===== src/rtl/proc_ctrl_pkg.sv =====
// Shared definitions for the bus-processor control unit.
// Contents: state enum, opcode constants, bus_sel source indices, IR field
// positions, and a helper that maps a register one-hot onto bus_sel.
package proc_ctrl_pkg;

    typedef enum logic [2:0] {
        StFetch0,
        StFetch1,
        StDecode,
        StEx1,
        StEx2,
        StEx3
    } state_e;

    localparam logic [2:0] OP_MV   = 3'b000;
    localparam logic [2:0] OP_MVI  = 3'b001;
    localparam logic [2:0] OP_ADD  = 3'b010;
    localparam logic [2:0] OP_SUB  = 3'b011;
    localparam logic [2:0] OP_LD   = 3'b100;
    localparam logic [2:0] OP_ST   = 3'b101;
    localparam logic [2:0] OP_MVNZ = 3'b110;
    localparam logic [2:0] OP_NOP  = 3'b111;

    // bus_sel is declared [0:10]; these are its element indices
    localparam int unsigned SEL_DIN = 0;
    localparam int unsigned SEL_R0  = 1;
    localparam int unsigned SEL_R7  = 8;
    localparam int unsigned SEL_G   = 9;
    localparam int unsigned SEL_MEM = 10;

    localparam int unsigned OPC_MSB = 8;
    localparam int unsigned OPC_LSB = 6;
    localparam int unsigned RX_MSB  = 5;
    localparam int unsigned RX_LSB  = 3;
    localparam int unsigned RY_MSB  = 2;
    localparam int unsigned RY_LSB  = 0;

    // Place register one-hot bit i on bus_sel[SEL_R0 + i]; a plain slice
    // assignment would reverse the order because bus_sel is ascending.
    function automatic logic [0:10] reg_sel(input logic [7:0] oh);
        logic [0:10] sel;
        sel = '0;
        for (int i = 0; i < 8; i++) begin
            sel[SEL_R0 + i] = oh[i];
        end
        return sel;
    endfunction

endpackage


===== src/rtl/ir_field_decode.sv =====
// Combinational IR field decoder.
// Ports:
//   ir     in  9  instruction word: [8:6] opcode, [5:3] Rx, [2:0] Ry
//   op_oh  out 8  one-hot opcode (bit n set for opcode n)
//   rx_oh  out 8  one-hot Rx register
//   ry_oh  out 8  one-hot Ry register
module ir_field_decode
    import proc_ctrl_pkg::*;
(
    input  logic [8:0] ir,
    output logic [7:0] op_oh,
    output logic [7:0] rx_oh,
    output logic [7:0] ry_oh
);

    always_comb begin
        op_oh = 8'b1 << ir[OPC_MSB:OPC_LSB];
        rx_oh = 8'b1 << ir[RX_MSB:RX_LSB];
        ry_oh = 8'b1 << ir[RY_MSB:RY_LSB];
    end

endmodule


===== src/rtl/proc_control_fsm.sv =====
// Multi-cycle control unit for the 16-bit bus processor.
// Sequences fetch, decode and execute of one 9-bit instruction at a time and
// drives the bus mux select plus every datapath strobe.
// Ports:
//   Clock, Resetn       clock (rising edge), async active-low reset
//   Run                 allows the next fetch (sampled in FETCH0 only)
//   ir [8:0]            current instruction from IR
//   g_nz                G register non-zero flag (used by mvnz)
//   bus_sel [0:10]      one-hot bus source: 0=DIN, 1..8=R0..R7, 9=G, 10=MEM
//   r_in [7:0]          one-hot R0..R7 load enable
//   a_in, g_in, ir_in   A, G, IR load enables
//   add_sub             ALU op: 0=add, 1=sub
//   addr_in, dout_in    memory address / write-data register loads
//   w_d                 memory write strobe
//   incr_pc             increment R7
//   done                last step of the instruction
module proc_control_fsm
    import proc_ctrl_pkg::*;
(
    input  logic        Clock,
    input  logic        Resetn,
    input  logic        Run,
    input  logic [8:0]  ir,
    input  logic        g_nz,
    output logic [0:10] bus_sel,
    output logic [7:0]  r_in,
    output logic        a_in,
    output logic        g_in,
    output logic        ir_in,
    output logic        add_sub,
    output logic        addr_in,
    output logic        dout_in,
    output logic        w_d,
    output logic        incr_pc,
    output logic        done
);

    state_e     state_q, state_d;
    logic [7:0] op_oh, rx_oh, ry_oh;
    logic       short_op;

    ir_field_decode u_ir_decode (
        .ir    (ir),
        .op_oh (op_oh),
        .rx_oh (rx_oh),
        .ry_oh (ry_oh)
    );

    // Instructions that complete in EX1
    assign short_op = op_oh[OP_MV] | op_oh[OP_MVNZ] | op_oh[OP_NOP];

    always_ff @(posedge Clock or negedge Resetn) begin
        if (!Resetn) begin
            state_q <= StFetch0;
        end else begin
            state_q <= state_d;
        end
    end

    always_comb begin
        state_d = state_q;
        unique case (state_q)
            StFetch0: state_d = Run ? StFetch1 : StFetch0;
            StFetch1: state_d = StDecode;
            StDecode: state_d = StEx1;
            StEx1:    state_d = short_op ? StFetch0 : StEx2;
            StEx2:    state_d = StEx3;
            StEx3:    state_d = StFetch0;
            default:  state_d = StFetch0;
        endcase
    end

    // Outputs are gated by Resetn so that a reset asserted with Run=1 cannot
    // leak the FETCH0 strobes while the state register is held.
    always_comb begin
        bus_sel = '0;
        r_in    = '0;
        a_in    = 1'b0;
        g_in    = 1'b0;
        ir_in   = 1'b0;
        add_sub = 1'b0;
        addr_in = 1'b0;
        dout_in = 1'b0;
        w_d     = 1'b0;
        incr_pc = 1'b0;
        done    = 1'b0;
        if (Resetn) begin
            unique case (state_q)
                StFetch0: begin
                    if (Run) begin
                        bus_sel[SEL_R7] = 1'b1;
                        addr_in         = 1'b1;
                        incr_pc         = 1'b1;
                    end
                end
                StDecode: ir_in = 1'b1;
                StEx1: begin
                    unique case (1'b1)
                        op_oh[OP_MV]: begin
                            bus_sel = reg_sel(ry_oh);
                            r_in    = rx_oh;
                            done    = 1'b1;
                        end
                        op_oh[OP_MVI]: begin
                            bus_sel[SEL_R7] = 1'b1;
                            addr_in         = 1'b1;
                            incr_pc         = 1'b1;
                        end
                        op_oh[OP_ADD], op_oh[OP_SUB]: begin
                            bus_sel = reg_sel(rx_oh);
                            a_in    = 1'b1;
                        end
                        op_oh[OP_LD], op_oh[OP_ST]: begin
                            bus_sel = reg_sel(ry_oh);
                            addr_in = 1'b1;
                        end
                        op_oh[OP_MVNZ]: begin
                            done = 1'b1;
                            if (g_nz) begin
                                bus_sel = reg_sel(ry_oh);
                                r_in    = rx_oh;
                            end
                        end
                        op_oh[OP_NOP]: done = 1'b1;
                        default: ;
                    endcase
                end
                StEx2: begin
                    unique case (1'b1)
                        op_oh[OP_ADD], op_oh[OP_SUB]: begin
                            bus_sel = reg_sel(ry_oh);
                            g_in    = 1'b1;
                            add_sub = op_oh[OP_SUB];
                        end
                        op_oh[OP_ST]: begin
                            bus_sel = reg_sel(rx_oh);
                            dout_in = 1'b1;
                        end
                        default: ;
                    endcase
                end
                StEx3: begin
                    unique case (1'b1)
                        op_oh[OP_MVI], op_oh[OP_LD]: begin
                            bus_sel[SEL_MEM] = 1'b1;
                            r_in             = rx_oh;
                            done             = 1'b1;
                        end
                        op_oh[OP_ADD], op_oh[OP_SUB]: begin
                            bus_sel[SEL_G] = 1'b1;
                            r_in           = rx_oh;
                            done           = 1'b1;
                        end
                        op_oh[OP_ST]: begin
                            w_d  = 1'b1;
                            done = 1'b1;
                        end
                        default: ;
                    endcase
                end
                default: ;
            endcase
        end
    end

endmodule


===== config.mk =====
export PLATFORM = sky130hd
export DESIGN_NAME = proc_control_fsm
export DESIGN_NICKNAME = d
export VERILOG_FILES = /design/src/rtl/proc_ctrl_pkg.sv /design/src/rtl/ir_field_decode.sv /design/src/rtl/proc_control_fsm.sv
export SDC_FILE = /design/constraint.sdc
export NUM_CORES = 1
export LEC_CHECK = 0
export CORE_UTILIZATION = 43
export DETAILED_ROUTE_END_ITERATION = 10
export PLACE_DENSITY = 0.93
export SLEW_MARGIN = 20
export SYNTH_ARGS = -nofsm -noshare
export SYNTH_HDL_FRONTEND = slang
export SYNTH_SLANG_ARGS = --single-unit

===== constraint.sdc =====
create_clock -name Clock -period 3.57 [get_ports Clock]
set_input_delay 0.714 -clock Clock [delete_from_list [all_inputs] [get_ports Clock]]
set_output_delay 0.714 -clock Clock [all_outputs]
set_load 0.02 [all_outputs]

==> summary.md, run 1 <==
| Metric | Value |
|---|---|
| Status | `completed` |
| Most frequent CP cell | `clkdlybuf4s50_1` |
| DRT met1 WL | `1135 um` |
| Antenna violations before repair | `0` |
| Hold Fails Final Rpt | `0` |
| CTS tree | `built` |
| Die X | `47.29 um` |
| Post-Syn Area | `882.1 um^2` |
| DR top layer | `met4` |
| Final GP Congestion | `0.9063` |
| Worst-Skew Late Latency | `0.23 ns` |
| Post-Syn Nets | `129` |
| Post-synth EDFFs | `0` |
| Sequential area share after synthesis | `8.511%` |
| Asr flop ratio synth | `100.0%` |
| Clock skew | `0.001143 ns` |
| Final Non-Filler Cells | `184` |
| Reg2reg setup slack | `2.50 ns` |
| Yosys reg bits | `3` |
| Leakage | `0.4708 nW` |
| Critical-path cell list | `clkdlybuf4s50_1 -> nor3b_1 -> a22oi_1 -> o22ai_1 -> clkdlybuf4s50_1` |
| Initial Util | `45.43%` |
| Area share of the leading cell type in the synthesized netlist | `9.362%` |
| Layout cells sized above 1 | `17.20%` |
| Crit-path leading delay family | `buffers and inverters` |
| Regs by FF count | `state_q: 3 flops` |
| Netlist cell types | `45` |
| Pwr dens | `312.4 nW/um^2` |
| ANT cells | `0` |
| Routed met2 length | `1414 um` |
| Cell count after synthesis | `116` |
| IO Pins | `41` |
| H-Tree Depth | `1` |
| Drt total wl | `2820 um` |
| Cell total after placement | `180` |
| Starting DRT DRC Count | `65` |
| Setup TNS | `0 ns` |
| I/O Buffers | `39` |
| Vias | `1152` |
| YS warnings | `0` |
| Peak supply drop | `0.3588 mV` |
| Clock sink total | `3` |
| Largest register by flop count | `state_q` |
| Number of global-route vias before repair | `1034` |
| Mean cell area of the mapped netlist | `7.604 um^2` |
| FMAX | `287.5 MHz` |
| Final antenna-violating net count | `0` |
| Largest fanout on the critical path | `9` |
| Root Buffer | `clkbuf_4` |
| Total power | `0.4203 mW` |
| Num CTS Buffers | `3` |
| Total of max-cap violations | `0` |
| Largest area contributor in the netlist | `nor2_1` |
| DR DRC count | `0` |
| Final Cycle Share | `97.42%` |
| Hold WC Path Type | `primary input to asynchronous set/reset pin` |
| Slowest stage cell, crit path | `clkdlybuf4s50_1` |
| CP endpoint kind | `output port` |
| Area grow syn2layout | `52.48%` |
| Minimum clock period | `3.478 ns` |
| Ranking of synthesized cells by area | `nor2_1 (9.4%), dfrtp_1 (8.5%), nor2b_1 (6.4%)` |
| Max reg flops | `3` |
| Worst Setup Slack, final | `0.09205 ns` |
| Worst EP required | `2.86 ns` |
| Fin nets | `171` |
| Critical setup path kind | `primary input to output port` |
| Dpl ws | `0.03825 ns` |
| DR vias/cell | `6.261` |
| Fillers | `162` |
| Hold_ws | `0.3734 ns` |
| Type of origin of the critical path | `primary input` |
| Die Area | `2236 um^2` |
| Drt pass-1 iters | `4` |
| Count leader, synth | `nor2_1` |
| Buffers plus inverters on the worst setup path | `2` |
| Die height | `47.29 um` |
| FP Rows | `16` |
| Maximum clock path buffer count | `2` |
| CTS clock-pin slew for the worst setup and hold paths | `0.04 ns` |
| Met3 WL | `200 um` |
| Ys flop type | `dfrtp_1` |
| Crit path DAT | `2.76 ns` |
| Most frequent cells after synthesis | `nor2_1 (22), nor2b_1 (9), o22ai_1 (8)` |
| Core outline area | `1942 um^2` |
| First-pass GRT wire length | `4416 um` |
| Congestion Overflow GR | `0` |
| Setup Viol. Count Final | `0` |
| CTS Hold Bufs | `0` |
| Placed wire-length estimate | `2133 um` |
| Final Max Slew Viols | `0` |
| RSZ-0062 raised after global routing | `no` |
| GRT Total Usage | `27.42%` |
| Slowest cell delay on critical path | `0.67 ns` |
| Wire per inst | `15.33 um` |
| Largest net degree at the start of global routing | `13` |
-- power breakdown --
| part | switching [mW] | total [mW] | leakage (nW) | internal, mW |
|---|---|---|---|---|
| clock | 0.0193 | 0.0613 | 0.0150 | 0.0420 |
| combinational | 0.127 | 0.251 | 0.418 | 0.124 |
| sequential | 0.0575 | 0.108 | 0.0376 | 0.0507 |
| total | 0.204 | 0.420 | 0.471 | 0.216 |
-- final timing paths --
kind / end / depth (start not counted) / startpoint
worst max register to register: state_q[2]$_DFF_PN0_ / 3 / state_q[0]$_DFF_PN0_
max in group asynchronous: state_q[2]$_DFF_PN0_ / 2 / Resetn
worst min-delay path: state_q[1]$_DFF_PN0_ / 1 / Resetn
min in group Clock: state_q[0]$_DFF_PN0_ / 1 / state_q[0]$_DFF_PN0_
worst max-delay path: bus_sel[3] / 5 / ir[4]
worst min register to register: state_q[0]$_DFF_PN0_ / 1 / state_q[0]$_DFF_PN0_
-- cell families after synthesis --
kind of cell           share of synthesized area, %
AND/OR/NAND/NOR                               44.96
multiplexers                                  1.135
flip-flops                                    8.510
AO/OA/AOI/OAI                                 34.75
buffers and inverters                         8.227
other                                        0.4251
XOR/XNOR                                      1.986
-- layout by cell type, fill, tap and decap left out, types with 2 or more instances in the layout --
| master | count |
|---|---|
| nor3b_1 | 2 |
| o22ai_1 | 8 |
| clkbuf_4 | 3 |
| nand3b_1 | 2 |
| nor3_1 | 3 |
| a31oi_1 | 2 |
| xnor2_1 | 2 |
| a32oi_1 | 6 |
| dlymetal6s2s_1 | 2 |
| nor3_2 | 2 |
| a22oi_1 | 4 |
| nor2b_1 | 9 |
| nand2_1 | 5 |
| nor2_1 | 21 |
| a21oi_1 | 2 |
| buf_4 | 10 |
| clkdlybuf4s50_1 | 37 |
| a2bb2oi_1 | 2 |
| dfrtp_1 | 3 |
| nand3_1 | 2 |
| and2_1 | 2 |
| nand4b_4 | 2 |
-- layout make-up --
type                    count  area (um^2)  area share [%]
multi-input cells         101        739.5           54.98
flip-flops and latches      3        75.07           5.581
repair buffers             49        470.5           34.98
clock buffers               4        26.28           1.953
well taps                  27        33.78           2.512
-- through the flow --
stage,utilization [%],area [um^2]
2_1_floorplan,-,882.1
4_1_cts,68.75,1335
6_report,69.27,1345
5_1_grt,69.27,1345
3_3_place_gp,67.40,1309
3_5_place_dp,67.40,1309
-- what timing repair did --
| action | CTS | global route |
|---|---|---|
| buffers inserted | 0 | 0 |
| gates resized for setup | 0 | 4 |
| endpoints found under the setup margin | 0 | 9 |
-- per-layer routing --
layer / vias to the layer above / global-route usage [%]
li1: 524 / -
met2: 76 / 47.40
met5: - / 0
met4: 0 / 8.000
met3: 14 / 4.615
met1: 538 / 34.55
-- worst register-to-register path, stage by stage (launching register included) --
cell	delay [ns]
dfrtp_1	0.51
nand2_1	0.15
nor2_1	0.06
a22o_1	0.23
Power figures use the tool's default switching activity.
==> run 2, diff against run 1 <==
--- a/config.mk
+++ b/config.mk
@@ -7,8 +7,10 @@
 export LEC_CHECK = 0
 export CORE_UTILIZATION = 43
 export DETAILED_ROUTE_END_ITERATION = 10
-export PLACE_DENSITY = 0.93
+export PLACE_DENSITY = 0.94
+export SKIP_LAST_GASP = 1
 export SLEW_MARGIN = 20
 export SYNTH_ARGS = -nofsm -noshare
 export SYNTH_HDL_FRONTEND = slang
+export SYNTH_HIERARCHICAL = 1
 export SYNTH_SLANG_ARGS = --single-unit
==> run 2 against run 1 <==
Via count grew 2.6%; clock-buffer cell count unchanged; first-iteration DRC count fell by 18%; critical endpoint is now bus_sel[6]; cell area up 1.8%; sequential share of layout area decreased by 0.097 points; clock power is 1% lower; worst setup slack better by 0.16 ns.
==> summary.md, run 2 <==
| Metric | Value |
|---|---|
| H-Tree Depth | `1 (unchanged)` |
| Max reg flops | `3 (unchanged)` |
| IO Pins | `41 (unchanged)` |
| YS warnings | `6 (+6)` |
| FMAX | `301.2 MHz (+4.8%)` |
| Critical setup path kind | `primary input to output port` |
| CTS Hold Bufs | `0 (unchanged)` |
| First-pass GRT wire length | `4457 um (+0.93%)` |
| Clock skew | `0.0004755 ns (-0.0006672 ns)` |
| Final Cycle Share | `93.00% (-4.4 points)` |
| Hold WC Path Type | `register to register` |
| Leakage | `0.6606 nW (+40%)` |
| Sequential area share after synthesis | `8.633% (+0.12 points)` |
| Maximum clock path buffer count | `2 (unchanged)` |
| Final Non-Filler Cells | `196 (+6.5%)` |
| Status | `completed` |
| Post-synth EDFFs | `0 (unchanged)` |
| Netlist cell types | `34 (-24%)` |
| Mean cell area of the mapped netlist | `7.070 um^2 (-7.0%)` |
| Final antenna-violating net count | `0 (unchanged)` |
| Largest net degree at the start of global routing | `20 (+7)` |
| Cell count after synthesis | `123 (+6.0%)` |
| Type of origin of the critical path | `primary input` |
| Worst EP required | `2.86 ns (about the same)` |
| Most frequent cells in the layout | `clkdlybuf4s50_1 (19), nor2_1 (16), a22o_1 (15)` |
| Number of global-route vias before repair | `1009 (-2.4%)` |
| Starting DRT DRC Count | `53 (-18%)` |
| Initial Util | `48.26% (+2.8 points)` |
| Asr flop ratio synth | `100.0% (unchanged)` |
| Area post-placement | `1349 um^2 (+3.1%)` |
| Drt total wl | `3003 um (+6.5%)` |
| I/O Buffers | `39 (unchanged)` |
| Congestion Overflow GR | `0 (unchanged)` |
| Peak supply drop | `0.2732 mV (-24%)` |
| Vias | `1182 (+2.6%)` |
| Count leader, synth | `nor2_1` |
| Worst-Skew Late Latency | `0.23 ns (about the same)` |
| Post-Syn Nets | `136 (+5.4%)` |
| Final GP Congestion | `0.8756 (-3.4%)` |
| DR vias/cell | `6.031 (-3.7%)` |
| CTS tree | `built` |
| Finished Cell Area | `1369 um^2 (+1.8%)` |
| Setup Viol. Count Final | `0 (unchanged)` |
| Yosys reg bits | `3 (unchanged)` |
| Register Area | `75.07 um^2 (unchanged)` |
| Fin nets | `185 (+8.2%)` |
| Slew margin rel. | `64.03%` |
| Multi-input gate area | `768.2 um^2 (+3.9%)` |
| RSZ-0062 raised after global routing | `no` |
| Minimum clock period | `3.320 ns (-0.1579 ns)` |
| Most common cell after layout, fill and taps aside | `clkdlybuf4s50_1` |
| Wire per inst | `15.32 um (about the same)` |
| Die Area | `2206 um^2 (-1.3%)` |
| Crit path DAT | `2.61 ns (-0.15 ns)` |
| Drt pass-1 iters | `4 (unchanged)` |
| Hold_ws | `0.6525 ns (+0.2791 ns)` |
| Clock sink total | `3 (unchanged)` |
| DR DRC count | `0 (unchanged)` |
| Hold Fails Final Rpt | `0 (unchanged)` |
| Largest fanout on the critical path | `8 (-1)` |
| Antenna violations before repair | `0 (unchanged)` |
| Die X | `46.97 um (-0.68%)` |
| Root Buffer | `clkbuf_4` |
| Placed wire-length estimate | `2153 um (+0.97%)` |
| Fillers | `150 (-7.4%)` |
| Post-Syn Area | `869.6 um^2 (-1.4%)` |
| Actual slew at the worst max-slew pin | `0.5359 ns` |
| Core outline area | `1802 um^2 (-7.2%)` |
| Largest area contributor in the netlist | `a22o_1` |
| CP endpoint kind | `output port` |
| Area share of the leading cell type in the synthesized netlist | `15.11% (+5.7 points)` |
| Layout cells sized above 1 | `25.15% (+7.9 points)` |
| Final Max Slew Viols | `0 (unchanged)` |
| Area grow syn2layout | `57.41%` |
| Most frequent cells after synthesis | `nor2_1 (16), a22o_1 (15), nor3b_1 (10)` |
| Die height | `46.97 um (-0.68%)` |
| Num CTS Buffers | `3 (unchanged)` |
| GRT Total Usage | `27.36% (-0.063 points)` |
| Ranking of synthesized cells by area | `a22o_1 (15%), and3b_2 (10%), dfrtp_1 (8.6%)` |
| FP Rows | `15 (-1)` |
| Total of max-cap violations | `0 (unchanged)` |
| CTS clock-pin slew for the worst setup and hold paths | `0.04 ns (about the same)` |
| Largest register by flop count | `state_q` |
| ANT cells | `0 (unchanged)` |
| Ys flop type | `dfrtp_1` |
| Regs by FF count | `state_q: 3 flops` |
| Pwr dens | `299.1 nW/um^2 (-4.3%)` |
| Cell total after placement | `190 (+5.6%)` |
-- run 2: cell types whose count changed after synthesis, moves of 5 or more --
cell / change
a22o_1: +14
and3b_2: +9
nor2b_1: -8
nor3b_1: +8
and2_1: +7
o22ai_1: -7
a32oi_1: -6
nor2_1: -6
and3_1: +5
-- run 2: timing repair --
action / in CTS / in global routing
pin swaps: 1 / 0
gates cloned: 0 / 0
gates resized for setup: 39 / 6
setup endpoints to repair: 17 / 8
buffers inserted: 2 / 0
-- run 2: critical path: stages --
cell and delay (ns):
dlygate4sd2_1 0.35, nor3b_1 0.09, buf_4 0.16, buf_4 0.12, a2111o_1 0.38, buf_4 0.17
a22o_1 0.17, a22oi_1 0.21, nor2_1 0.06, buf_2 0.18
-- run 2: per-stage QoR --
| stage | util [%] | total power, mW | worst slack [ns] | TNS, ns |
|---|---|---|---|---|
| finish | 75.97 | 0.4095 | 0.2499 | 0 |
| global route | 75.97 | 0.4420 | 0.1434 | 0 |
| CTS | 76.60 | 0.4071 | -0.08445 | -0.08445 |
| detailed placement | 74.86 | 0.3422 | -0.2444 | -3.084 |
| global placement | 74.86 | 0.3283 | -0.1733 | -1.954 |
| floorplan | - | 0.2519 | 0.7868 | 0 |
-- run 2: logic make-up (layout without fill, tap and decap cells) --
logic type / count (synthesis) / count (layout) / synth area share, %
other: 1 / 1 / 0.4312
buffers and inverters: 10 / 58 / 5.612
AND/OR/NAND/NOR: 70 / 70 / 49.78
flip-flops: 3 / 3 / 8.633
XOR/XNOR: 1 / 1 / 1.007
AO/OA/AOI/OAI: 38 / 38 / 34.53
-- run 2: area by class of cell --
cell class | instances | area share [%]
Multi-Input combinational cell | 110 | 56.12
Timing Repair Buffer | 53 | 33.91
Sequential cell | 3 | 5.484
Tap cell | 25 | 2.285
Clock buffer | 4 | 1.920
Inverter | 1 | 0.2742
-- run 2: final timing paths --
path                                            from              endpoint  slack (ns)  cells after the start
worst min register to register  state_q[1]$_DFF_PN0_  state_q[0]$_DFF_PN0_        0.65                      1
worst max register to register  state_q[2]$_DFF_PN0_  state_q[2]$_DFF_PN0_        2.24                      4
min in group asynchronous                     Resetn  state_q[1]$_DFF_PN0_        0.80                      1
max in group asynchronous                     Resetn  state_q[2]$_DFF_PN0_        2.46                      1
worst max-delay path                           ir[6]            bus_sel[6]        0.25                     10
worst min-delay path            state_q[1]$_DFF_PN0_  state_q[0]$_DFF_PN0_        0.65                      1
-- run 2: where the power goes --
part	total (mW)	leakage, nW	internal (mW)	switching (mW)
Sequential	0.0953	0.0375	0.0509	0.0444
Clock	0.0607	0.0150	0.0420	0.0187
Combinational	0.254	0.608	0.117	0.136
Total	0.409	0.661	0.210	0.199
-- run 2: metal layers --
layer  GRT usage [%]  part of all wire (%)  vias to the layer above
li1                -                     -                      563
met1           30.21                    41                      543
met2           54.17                    51                       70
met3           3.462                   6.6                        6
met4           6.857                   1.1                        0
met5               0                     0                        -
